**config.mk**
```make
export PLATFORM = sky130hd
export DESIGN_NAME = lsu_mem_ctrl
export DESIGN_NICKNAME = d
export VERILOG_FILES = /design/src/rtl/lsu_mem_ctrl.sv
export SDC_FILE = /design/constraint.sdc
export NUM_CORES = 1
export LEC_CHECK = 0
export CORE_MARGIN = 5
export CORE_UTILIZATION = 35
export CTS_CLUSTER_SIZE = 28
export DETAILED_ROUTE_END_ITERATION = 16
export HOLD_SLACK_MARGIN = 0.12
export PLACE_DENSITY = 0.66
export SETUP_SLACK_MARGIN = 0.15
export SKIP_CTS_REPAIR_TIMING = 1
export SYNTH_ARGS = -nofsm -noshare
export SYNTH_HDL_FRONTEND = slang
export SYNTH_SLANG_ARGS = --single-unit
```
**constraint.sdc**
```tcl
create_clock -name i_clk -period 3 [get_ports i_clk]
set_input_delay 0.9 -clock i_clk [delete_from_list [all_inputs] [get_ports i_clk]]
set_output_delay 0.9 -clock i_clk [all_outputs]
set_load 0.02 [all_outputs]
```
**src/rtl/lsu_mem_ctrl.sv**
```systemverilog
// rtl/lsu_mem_ctrl.sv - load/store unit bridging the execute stage to a variable-latency data memory
// Optional feature macro: LSU_TIMEOUT_EN (memory wait limit of TIMEOUT cycles in REQ and WAIT_R)
module lsu_mem_ctrl #(
    parameter int ADDR_W  = 32,
    parameter int TIMEOUT = 255
) (
    input  logic              i_clk,
    input  logic              i_rst_n,
    input  logic              i_valid,
    output logic              o_ready,
    input  logic [ADDR_W-1:0] i_addr,
    input  logic              i_wen,
    input  logic [1:0]        i_size,
    input  logic              i_unsigned,
    input  logic [31:0]       i_wdata,
    output logic              o_done,
    output logic [31:0]       o_rdata,
    output logic              o_trap,
    output logic              o_timeout,
    output logic              o_mem_valid,
    input  logic              i_mem_ready,
    output logic [ADDR_W-1:0] o_mem_addr,
    output logic              o_mem_ren,
    output logic              o_mem_wen,
    output logic [3:0]        o_mem_mask,
    output logic [31:0]       o_mem_wdata,
    input  logic              i_mem_rvalid,
    input  logic [31:0]       i_mem_rdata
);

    typedef enum logic [1:0] {IDLE, REQ, WAIT_R, RESP} state_t;

    state_t            state_q, state_d;
    logic [ADDR_W-1:0] addr_q, addr_d;
    logic [1:0]        size_q, size_d;
    logic              wen_q, wen_d;
    logic              uns_q, uns_d;
    logic [31:0]       wdata_q, wdata_d;
    logic              trap_q, trap_d;
    logic [31:0]       rdata_q, rdata_d;

`ifdef LSU_TIMEOUT_EN
    localparam int CNT_W = $clog2(TIMEOUT + 1);
    logic [CNT_W-1:0]  cnt_q, cnt_d;
    logic              timeout_q, timeout_d;
    logic              limit_hit;
`endif

    logic        misaligned;
    logic [4:0]  shamt;
    logic [31:0] rshift;
    logic [31:0] load_ext;
    logic        in_req;

    // Request legality from the live core inputs, checked at acceptance
    always_comb begin
        misaligned = 1'b0;
        case (i_size)
            2'b00:   misaligned = 1'b0;
            2'b01:   misaligned = i_addr[0];
            2'b10:   misaligned = |i_addr[1:0];
            default: misaligned = 1'b1;
        endcase
    end

    // Lane shift and sign/zero extension of the returned read word
    always_comb begin
        shamt    = {addr_q[1:0], 3'b000};
        rshift   = i_mem_rdata >> shamt;
        load_ext = i_mem_rdata;
        case (size_q)
            2'b00:   load_ext = uns_q ? {24'h0, rshift[7:0]}   : {{24{rshift[7]}}, rshift[7:0]};
            2'b01:   load_ext = uns_q ? {16'h0, rshift[15:0]}  : {{16{rshift[15]}}, rshift[15:0]};
            default: load_ext = i_mem_rdata;
        endcase
    end

`ifdef LSU_TIMEOUT_EN
    assign limit_hit = (cnt_q == CNT_W'(TIMEOUT - 1));
`endif

    // Next-state and captured-request logic
    always_comb begin
        state_d = state_q;
        addr_d  = addr_q;
        size_d  = size_q;
        wen_d   = wen_q;
        uns_d   = uns_q;
        wdata_d = wdata_q;
        trap_d  = trap_q;
        rdata_d = rdata_q;
`ifdef LSU_TIMEOUT_EN
        cnt_d     = cnt_q;
        timeout_d = timeout_q;
`endif
        case (state_q)
            IDLE: begin
                if (i_valid) begin
                    addr_d  = i_addr;
                    size_d  = i_size;
                    wen_d   = i_wen;
                    uns_d   = i_unsigned;
                    wdata_d = i_wdata;
                    rdata_d = 32'h0;
                    trap_d  = misaligned;
                    state_d = misaligned ? RESP : REQ;
`ifdef LSU_TIMEOUT_EN
                    cnt_d     = '0;
                    timeout_d = 1'b0;
`endif
                end
            end
            REQ: begin
                if (i_mem_ready) begin
                    state_d = wen_q ? RESP : WAIT_R;
`ifdef LSU_TIMEOUT_EN
                    cnt_d = '0;
                end else if (limit_hit) begin
                    state_d   = RESP;
                    trap_d    = 1'b1;
                    timeout_d = 1'b1;
                end else begin
                    cnt_d = cnt_q + 1'b1;
`endif
                end
            end
            WAIT_R: begin
                if (i_mem_rvalid) begin
                    rdata_d = load_ext;
                    state_d = RESP;
`ifdef LSU_TIMEOUT_EN
                end else if (limit_hit) begin
                    state_d   = RESP;
                    trap_d    = 1'b1;
                    timeout_d = 1'b1;
                end else begin
                    cnt_d = cnt_q + 1'b1;
`endif
                end
            end
            default: begin
                state_d = IDLE;
            end
        endcase
    end

    // State and request registers; reset aborts any access in flight
    always_ff @(posedge i_clk or negedge i_rst_n) begin
        if (!i_rst_n) begin
            state_q <= IDLE;
            addr_q  <= '0;
            size_q  <= 2'b00;
            wen_q   <= 1'b0;
            uns_q   <= 1'b0;
            wdata_q <= 32'h0;
            trap_q  <= 1'b0;
            rdata_q <= 32'h0;
`ifdef LSU_TIMEOUT_EN
            cnt_q     <= '0;
            timeout_q <= 1'b0;
`endif
        end else begin
            state_q <= state_d;
            addr_q  <= addr_d;
            size_q  <= size_d;
            wen_q   <= wen_d;
            uns_q   <= uns_d;
            wdata_q <= wdata_d;
            trap_q  <= trap_d;
            rdata_q <= rdata_d;
`ifdef LSU_TIMEOUT_EN
            cnt_q     <= cnt_d;
            timeout_q <= timeout_d;
`endif
        end
    end

    // Core and memory outputs; memory fields only driven while a request is open
    always_comb begin
        in_req      = (state_q == REQ);
        o_ready     = (state_q == IDLE);
        o_done      = (state_q == RESP);
        o_trap      = o_done & trap_q;
        o_rdata     = o_done ? rdata_q : 32'h0;
`ifdef LSU_TIMEOUT_EN
        o_timeout   = o_done & timeout_q;
`else
        o_timeout   = 1'b0;
`endif
        o_mem_valid = in_req;
        o_mem_ren   = in_req & ~wen_q;
        o_mem_wen   = in_req & wen_q;
        o_mem_addr  = in_req ? {addr_q[ADDR_W-1:2], 2'b00} : '0;
        o_mem_mask  = 4'b0000;
        o_mem_wdata = 32'h0;
        if (in_req) begin
            case (size_q)
                2'b00:   o_mem_mask = 4'b0001 << addr_q[1:0];
                2'b01:   o_mem_mask = addr_q[1] ? 4'b1100 : 4'b0011;
                default: o_mem_mask = 4'b1111;
            endcase
            o_mem_wdata = wdata_q << shamt;
        end
    end

endmodule

```
Word-level counts from Yosys, hierarchy flattened:

Index checks and enable logic that the tools add are counted.

* RAM bits: 0
* memories: 0
* register bits: 103
* logic and storage cells: 51
* output and inout port bits: 107
* ROM bits: 0
* latch bits: 0

* shifts and indexed selects: 3
* bitwise gates (word level): 4
* muxes and demuxes: 19
* reductions and logical operators: 8
* add/sub/neg operators: 0
* divide/modulo/power cells: 0
* $mul: 0
* eq/ne operators: 9
* $lt $le $gt $ge: 0

Operator list (number)
* $mux W32: 7
* $pmux W32 S2: 2
* $shl A32 B5 Y32: 1
* $shr A32 B5 Y16: 1
* $mux W2: 4
* $mux W4: 2
* $pmux W4 S2: 1
* $eq A2 B1 Y1 const B: 3
* $eq A2 B2 Y1 const B: 3
* $logic_not A2 Y1: 3
* $pmux W2 S3: 1
* $reduce_and A3 Y1: 2
* $ne A2 B2 Y1 const B: 2
* $shl A1 B2 Y4 const A: 1
* $and A1 B1 Y1: 3
* $pmux W1 S3: 1
* $ne A2 B1 Y1 const B: 1
* $reduce_and A2 Y1: 1
* $reduce_bool A2 Y1: 1
* $reduce_or A2 Y1: 1
* $mux W1: 1
* $not A1 Y1: 1

Depth between registers and ports, before layout:

Gate-level depths: netlist of run 1.

* depth after elaboration: 5
* depth in mapped cells: 7
* mapped depth without buffers: 6

Least setup slack after synthesis of run 1:

OpenSTA, ideal clock, no wires.

* path type: register -> output
* start point: register state_q[1]
* end point: output o_mem_wdata[0]
* stages on the path, launching flop included: 8
* data required time: 2100 ps
* path slack: 379 ps
* data arrival time: 1721 ps
* cells stage by stage: dfrtp_1 > inv_1 > ha_1 > clkbuf_1 > nand2b_1 > clkbuf_1 > nor2_1 > and2_1

* longest elaborated chain between the ends: 2

RTL lines
* start, declared: RTL line 33 `state_t state_q, state_d;`
* start signal, assigned: RTL line 163 `state_q <= state_d;`
* $eq A2 B1 Y1: RTL line 180 `in_req = (state_q == REQ);`
* named net o_mem_valid: RTL line 20 `output logic o_mem_valid,`
* $mux W32: RTL line 196 `if (in_req) begin`
* end, declared: RTL line 26 `output logic [31:0] o_mem_wdata,`

The timed path passes the listed nets, and every way through them passes these cells.

Worst setup path in the final report of run 1:

* start point: register state_q[0]
* end point: output o_rdata[30]

* longest elaborated chain between the ends: 2

RTL lines
* $eq A2 B2 Y1: RTL line 182 `o_done = (state_q == RESP);`
* $mux W32: RTL line 184 `o_rdata = o_done ? rdata_q : 32'h0;`
* end, declared: RTL line 17 `output logic [31:0] o_rdata,`

No other way between the ends.

==> run metrics, run 1 <==
iteration-0 DRC count of the detailed router=235; antenna cell count=0; CTS buffer count=9; PwrDens=928 mW/mm^2; CTS Buffer Depth=2; H-tree depth=3; via count=between 4000 and 5000; clock-pin transition on the worst setup and hold timing paths=approximately 0.070 ns; share of cells above drive strength 1=0.0777; vias in the first global route=between 4000 and 5000; worst hold stages=2; CP endpoint kind=output pin; final hold violations=0; Die ar.=0.0185 mm^2; Wirelength per Cell=18.2 um; vias per inst=5.05; Cell Rows=46; RePlAce Congestion=0.785; worst hold path endpoint=trap_q; Crit Path Class=reg2out; final WL=17000 um; Boundary Pins=212; synth warn=0; Placed Area=between 0.007 and 0.008 mm^2; Hold Crit Start=trap_q; run status=complete, no violations; mean post-synth cell area=about 11 um^2; Synth Flop Type=dfrtp_1; area grow syn2layout=51.9%; period utilization=0.931; CP max-delay cell=clkdlybuf4s50_1; sw power=3.16 mW; worst-margin pin slew=0.711 ns; max-cap viol count=0; CP Launch Type=flop; PortBufs=208; most frequent cells in the layout=clkdlybuf4s50_1, dfrtp_1, dlymetal6s2s_1; peak supply drop=472 uV; worst path bufs/invs=2; Post-synth EDFFs=0; worst r2r src=addr_q[1]; Die X=~140 um; first-pass GRT wire length=25800 um; final number of setup-violating endpoints=0; dpl hpwl=about 12000 um; die height=136 um; Max-Slew Margin vs Limit=0.526; adder-cell area share of the yosys netlist=0.00898; crit-path leading delay family=buffers and inverters; synthesized instance count=518; # nets final=825; CTS tree=done; commonest non-fill, non-tap cell in the layout=clkdlybuf4s50_1; later-pin clock latency in the skew report=0.35 ns; Antenna Nets Post-Route=0; Worst Path Arrival=1.89 ns; Layout Skew=~0.008 ns; worst-path fanout max=35; gr usage total=0.176; Core Box Area=0.0158 mm^2; FFs w/ async S/R, synth=1.00; Distinct cells, synth=between 40 and 50; Sink Count=103; sequential fraction of the synthesis area=0.463; WP data required=2.10 ns; XOR/XNOR Fraction of Synth Area=0; largest family of logic cells by synthesized area=multiplexers; Crit path largest cell delay=0.60 ns; f_max=0.358 GHz; Logic pwr share=0.538; cell internal pwr=~4.7 mW; Seq pwr share=0.320; Starting Density=0.353; largest net degree at the start of global routing=56; 1st-pass router iterations=6; FF+latch count, synth=approximately 100; Clk Tree Root Cell=clkbuf_16; R2R cell count=4; switching share of power=0.402; leak pwr=4.96 nW; Tmin final=2.79 ns; final non-filler cell area=0.00846 mm^2; mux contribution to synthesized area=0.207; initial antenna violation count=0; capture point of the worst reg-to-reg path=rdata_q[30]; Mapped Area=around 0.0056 mm^2; Clk network pwr share=0.143; max-slew violations=0; post-synthesis simple-gate area fraction=0.145; RSZ-0062 raised after global routing=no; post-synthesis compound-gate area fraction=0.132; worst-path cell chain=ha_1 -> buf_8 -> and2_1 -> clkdlybuf4s50_1; Hold WS=~0.48 ns; GRT Residual Overflow=0; r2r setup slk=slightly below 1 ns; number of remaining DRC errors=0; worst hold-check path type=reg2reg
## power by group through the flow
| stage | sequential, mW | combinational (mW) | clock (mW) |
|---|---|---|---|
| after CTS | 2.50 | 4.28 | 1.16 |
| final | 2.51 | 4.22 | 1.12 |
| after floorplan | 2.35 | 2.73 | 0 |
| after global routing | 2.59 | 4.56 | 1.21 |
| after global placement | 2.48 | 4.18 | 0 |
| after detailed placement | 2.53 | 4.25 | 0 |
## worst min-delay path, stage by stage, from the launching register on
cell,delay (ns)
dfrtp_1,0.34
nand2_1,0.05
o21ai_0,0.06
## synth_stat cells (3+ instances only)
master,number,area (um^2)
a221o_1,17,170
dfrtp_1,103,2580
a311oi_1,6,52.6
a22o_1,3,26.3
mux2_1,68,766
o22ai_1,7,43.8
a21oi_1,10,50.1
inv_1,17,63.8
mux2i_1,25,250
buf_4,3,22.5
clkbuf_1,20,75.1
o21a_1,3,22.5
nand2_1,31,116
a22oi_1,7,52.6
nand2b_1,4,25.0
buf_2,10,50.1
nor2_1,22,82.6
o211ai_1,9,67.6
buf_1,7,26.3
ha_1,4,50.1
o211a_1,8,80.1
o21ai_0,13,65.1
o21ai_1,11,55.1
nor2b_1,4,25.0
mux2_2,10,113
and2_1,80,500
## kinds of logic after synthesis
kind of cell	count (synthesis)
AOI/OAI and AO/OA	99
DFF	103
buffers and inverters	58
muxes	104
adders and majority gates	4
other	1
and+or+nand+nor	149
## sequential cells by signal, summed over array words and instances, names as in the netlist
signal   cells
wdata_q     32
state_q      2
wen_q        1
trap_q       1
size_q       2
uns_q        1
addr_q      32
rdata_q     32
## how the worst max path moves through the flow
| stage | start | to | slack, ns | cells after the start |
|---|---|---|---|---|
| floorplan | state_q[1] | o_mem_wdata[0] | 0.38 | 7 |
| global placement | state_q[1] | o_mem_mask[2] | 0.13 | 5 |
| detailed placement | state_q[1] | o_mem_mask[2] | 0.16 | 5 |
| CTS | state_q[1] | o_mem_mask[2] | -0.24 | 5 |
| global route | state_q[0] | o_rdata[30] | 0.14 | 4 |
| finish | state_q[0] | o_rdata[30] | 0.21 | 4 |
## per-layer routing
metal | GRT usage | part of all wire | vias to the layer above
li1 | - | - | 2213
met1 | 0.217 | 0.41 | 2311
met2 | 0.306 | 0.50 | 185
met3 | 0.0514 | 0.082 | 20
met4 | 0.0392 | 0.013 | 0
met5 | 0 | 0 | -
## final cells by class
cell class              instances  area [um^2]
inverters                      17         63.8
multi-input cells             359         2780
well taps                     216          270
flip-flops and latches        103         2580
clock inverters                 4         20.0
clock buffers                  12          256
repair buffers                226         2490
fillers                      1436         7310
## metrics by stage
step | std cells | utilization | TNS [ns] | power [mW] | setup WS, ns
3_3_place_gp | 920 | 0.503 | 0 | 6.67 | 0.131
5_1_grt | 937 | 0.536 | 0 | 8.37 | 0.139
2_1_floorplan | 520 | - | 0 | 5.08 | 0.379
4_1_cts | 936 | 0.520 | -4.62 | 7.94 | -0.243
3_5_place_dp | 920 | 0.503 | 0 | 6.79 | 0.161
6_report | 937 | 0.536 | 0 | 7.85 | 0.207
Power figures use the tool's default switching activity.
==> run 2, diff against run 1 <==
CTS_BUF_LIST = sky130_fd_sc_hd__clkbuf_8 sky130_fd_sc_hd__clkbuf_16   (was unset)
==> run metrics, run 2 (same netlist as run 1, synthesis figures left out) <==
RePlAce Congestion=0.785 (unchanged); max-slew violations=0 (unchanged); vias in the first global route=4981 (unchanged); worst-path fanout max=35 (unchanged); Layout Skew=0.00782 ns (unchanged); worst hold path endpoint=trap_q (unchanged); Core Box Area=0.0158 mm^2 (unchanged); worst-margin pin slew=0.711 ns (unchanged); Max-Slew Margin vs Limit=0.526 (unchanged); r2r setup slk=0.97 ns (about the same); Cell Rows=46 (unchanged); PwrDens=928 mW/mm^2 (about the same); clock-pin transition on the worst setup and hold timing paths=0.07 ns (about the same); share of cells above drive strength 1=0.0777 (unchanged); leak pwr=4.96 nW (about the same); H-tree depth=3 (unchanged); Tmin final=2.79 ns (about the same); Crit Path Class=reg2out (unchanged); run status=complete, no violations (unchanged); CTS Buffer Depth=2 (unchanged); period utilization=0.931 (about the same); RSZ-0062 raised after global routing=no (unchanged); Final Non-Filler Cells=937 (unchanged); Die ar.=0.0185 mm^2 (unchanged); area of the multi-input gates=0.00278 mm^2 (unchanged); # nets final=825 (unchanged); largest net degree at the start of global routing=56 (unchanged); iteration-0 DRC count of the detailed router=235 (unchanged); worst hold-check path type=reg2reg (unchanged); final number of setup-violating endpoints=0 (unchanged); R2R cell count=4 (unchanged); Wirelength per Cell=18.2 um (about the same); first-pass GRT wire length=25800 um (unchanged); gr usage total=0.176 (unchanged); Clk Tree Root Cell=clkbuf_16 (unchanged); final WL=17000 um (about the same); antenna cell count=0 (unchanged); storage element area=0.00258 mm^2 (unchanged); Starting Density=0.353 (unchanged); Antenna Nets Post-Route=0 (unchanged); final hold violations=0 (unchanged); die height=136 um (unchanged); Final Power=7.85 mW (about the same); CP Launch Type=flop (unchanged); 1st-pass router iterations=6 (unchanged); via count=4730 (was 4729); CP endpoint kind=output pin (unchanged); later-pin clock latency in the skew report=0.35 ns (about the same); fill count=1436 (unchanged); PortBufs=208 (unchanged); Top Registers=addr_q (32), rdata_q (32), wdata_q (32) (unchanged); capture point of the worst reg-to-reg path=rdata_q[30] (unchanged); peak supply drop=472 uV (unchanged); worst hold stages=2 (unchanged); CTS buffer count=9 (unchanged); GRT Residual Overflow=0 (unchanged); Sink Count=103 (unchanged); Boundary Pins=212 (unchanged); WP data required=2.10 ns (about the same); CTS tree=done (unchanged); f_max=0.358 GHz (about the same); initial antenna violation count=0 (unchanged); area grow syn2layout=51.9% (unchanged); most frequent cells in the layout=clkdlybuf4s50_1, dfrtp_1, dlymetal6s2s_1 (unchanged); number of remaining DRC errors=0 (unchanged); worst r2r src=addr_q[1] (unchanged); Die X=136 um (unchanged); max-cap viol count=0 (unchanged); dpl hpwl=12500 um (unchanged); Hold Crit Start=trap_q (unchanged); Worst Path Arrival=1.89 ns (about the same); vias per inst=5.05 (about the same); dpl cells=920 (unchanged); commonest non-fill, non-tap cell in the layout=clkdlybuf4s50_1 (unchanged)
==> run 2: cell types whose count changed in the layout (fill, tap and decap cells not counted), sizes merged <==
cell / before / now
clkbuf: 14 / 13
inv: 17 / 18
==> run 2: cell type report <==
class | instances | area share
Clock inverter | 5 | 0.00281
Tap cell | 216 | 0.0319
Sequential cell | 103 | 0.305
Inverter | 17 | 0.00754
Multi-Input combinational cell | 359 | 0.329
Timing Repair Buffer | 226 | 0.294
Clock buffer | 11 | 0.0299
==> run 2: how the worst max path moves through the flow <==
| stage | from | endpoint | depth (start not counted) |
|---|---|---|---|
| 4_1_cts | state_q[1] | o_mem_mask[2] | 5 |
| 3_3_place_gp | state_q[1] | o_mem_mask[2] | 5 |
| 6_report | state_q[0] | o_rdata[30] | 4 |
| 3_5_place_dp | state_q[1] | o_mem_mask[2] | 5 |
| 5_1_grt | state_q[0] | o_rdata[30] | 4 |
| 2_1_floorplan | state_q[1] | o_mem_wdata[0] | 7 |
==> run 2: stage by stage <==
step	area [um^2]	TNS [ns]	util	hold slack, ns	setup slack (ns)
after global placement	7930	0	0.503	0.463	0.131
after floorplan	5580	0	-	0.442	0.379
after detailed placement	7930	0	0.503	0.469	0.161
after global routing	8460	0	0.536	0.504	0.139
final	8460	0	0.536	0.484	0.206
after CTS	8200	-4.62	0.520	0.484	-0.243
==> run 2: worst max-delay path, stage by stage, from the launching register on <==
cell and delay (ns):
dfrtp_1 0.38, ha_1 0.19, buf_8 0.20, and2_1 0.16, clkdlybuf4s50_1 0.60
==> run 2: where the power goes <==
group | switching [mW] | internal (mW)
Clock | 0.517 | 0.600
Sequential | 0.441 | 2.07
Combinational | 2.20 | 2.02
==> run 2: layer usage <==
metal  up-vias  part of all wire  track usage
li1       2213                 -            -
met1      2312              0.41        0.217
met2       185              0.50        0.306
met3        20             0.082       0.0514
met4         0             0.013       0.0392
met5         -                 0            0
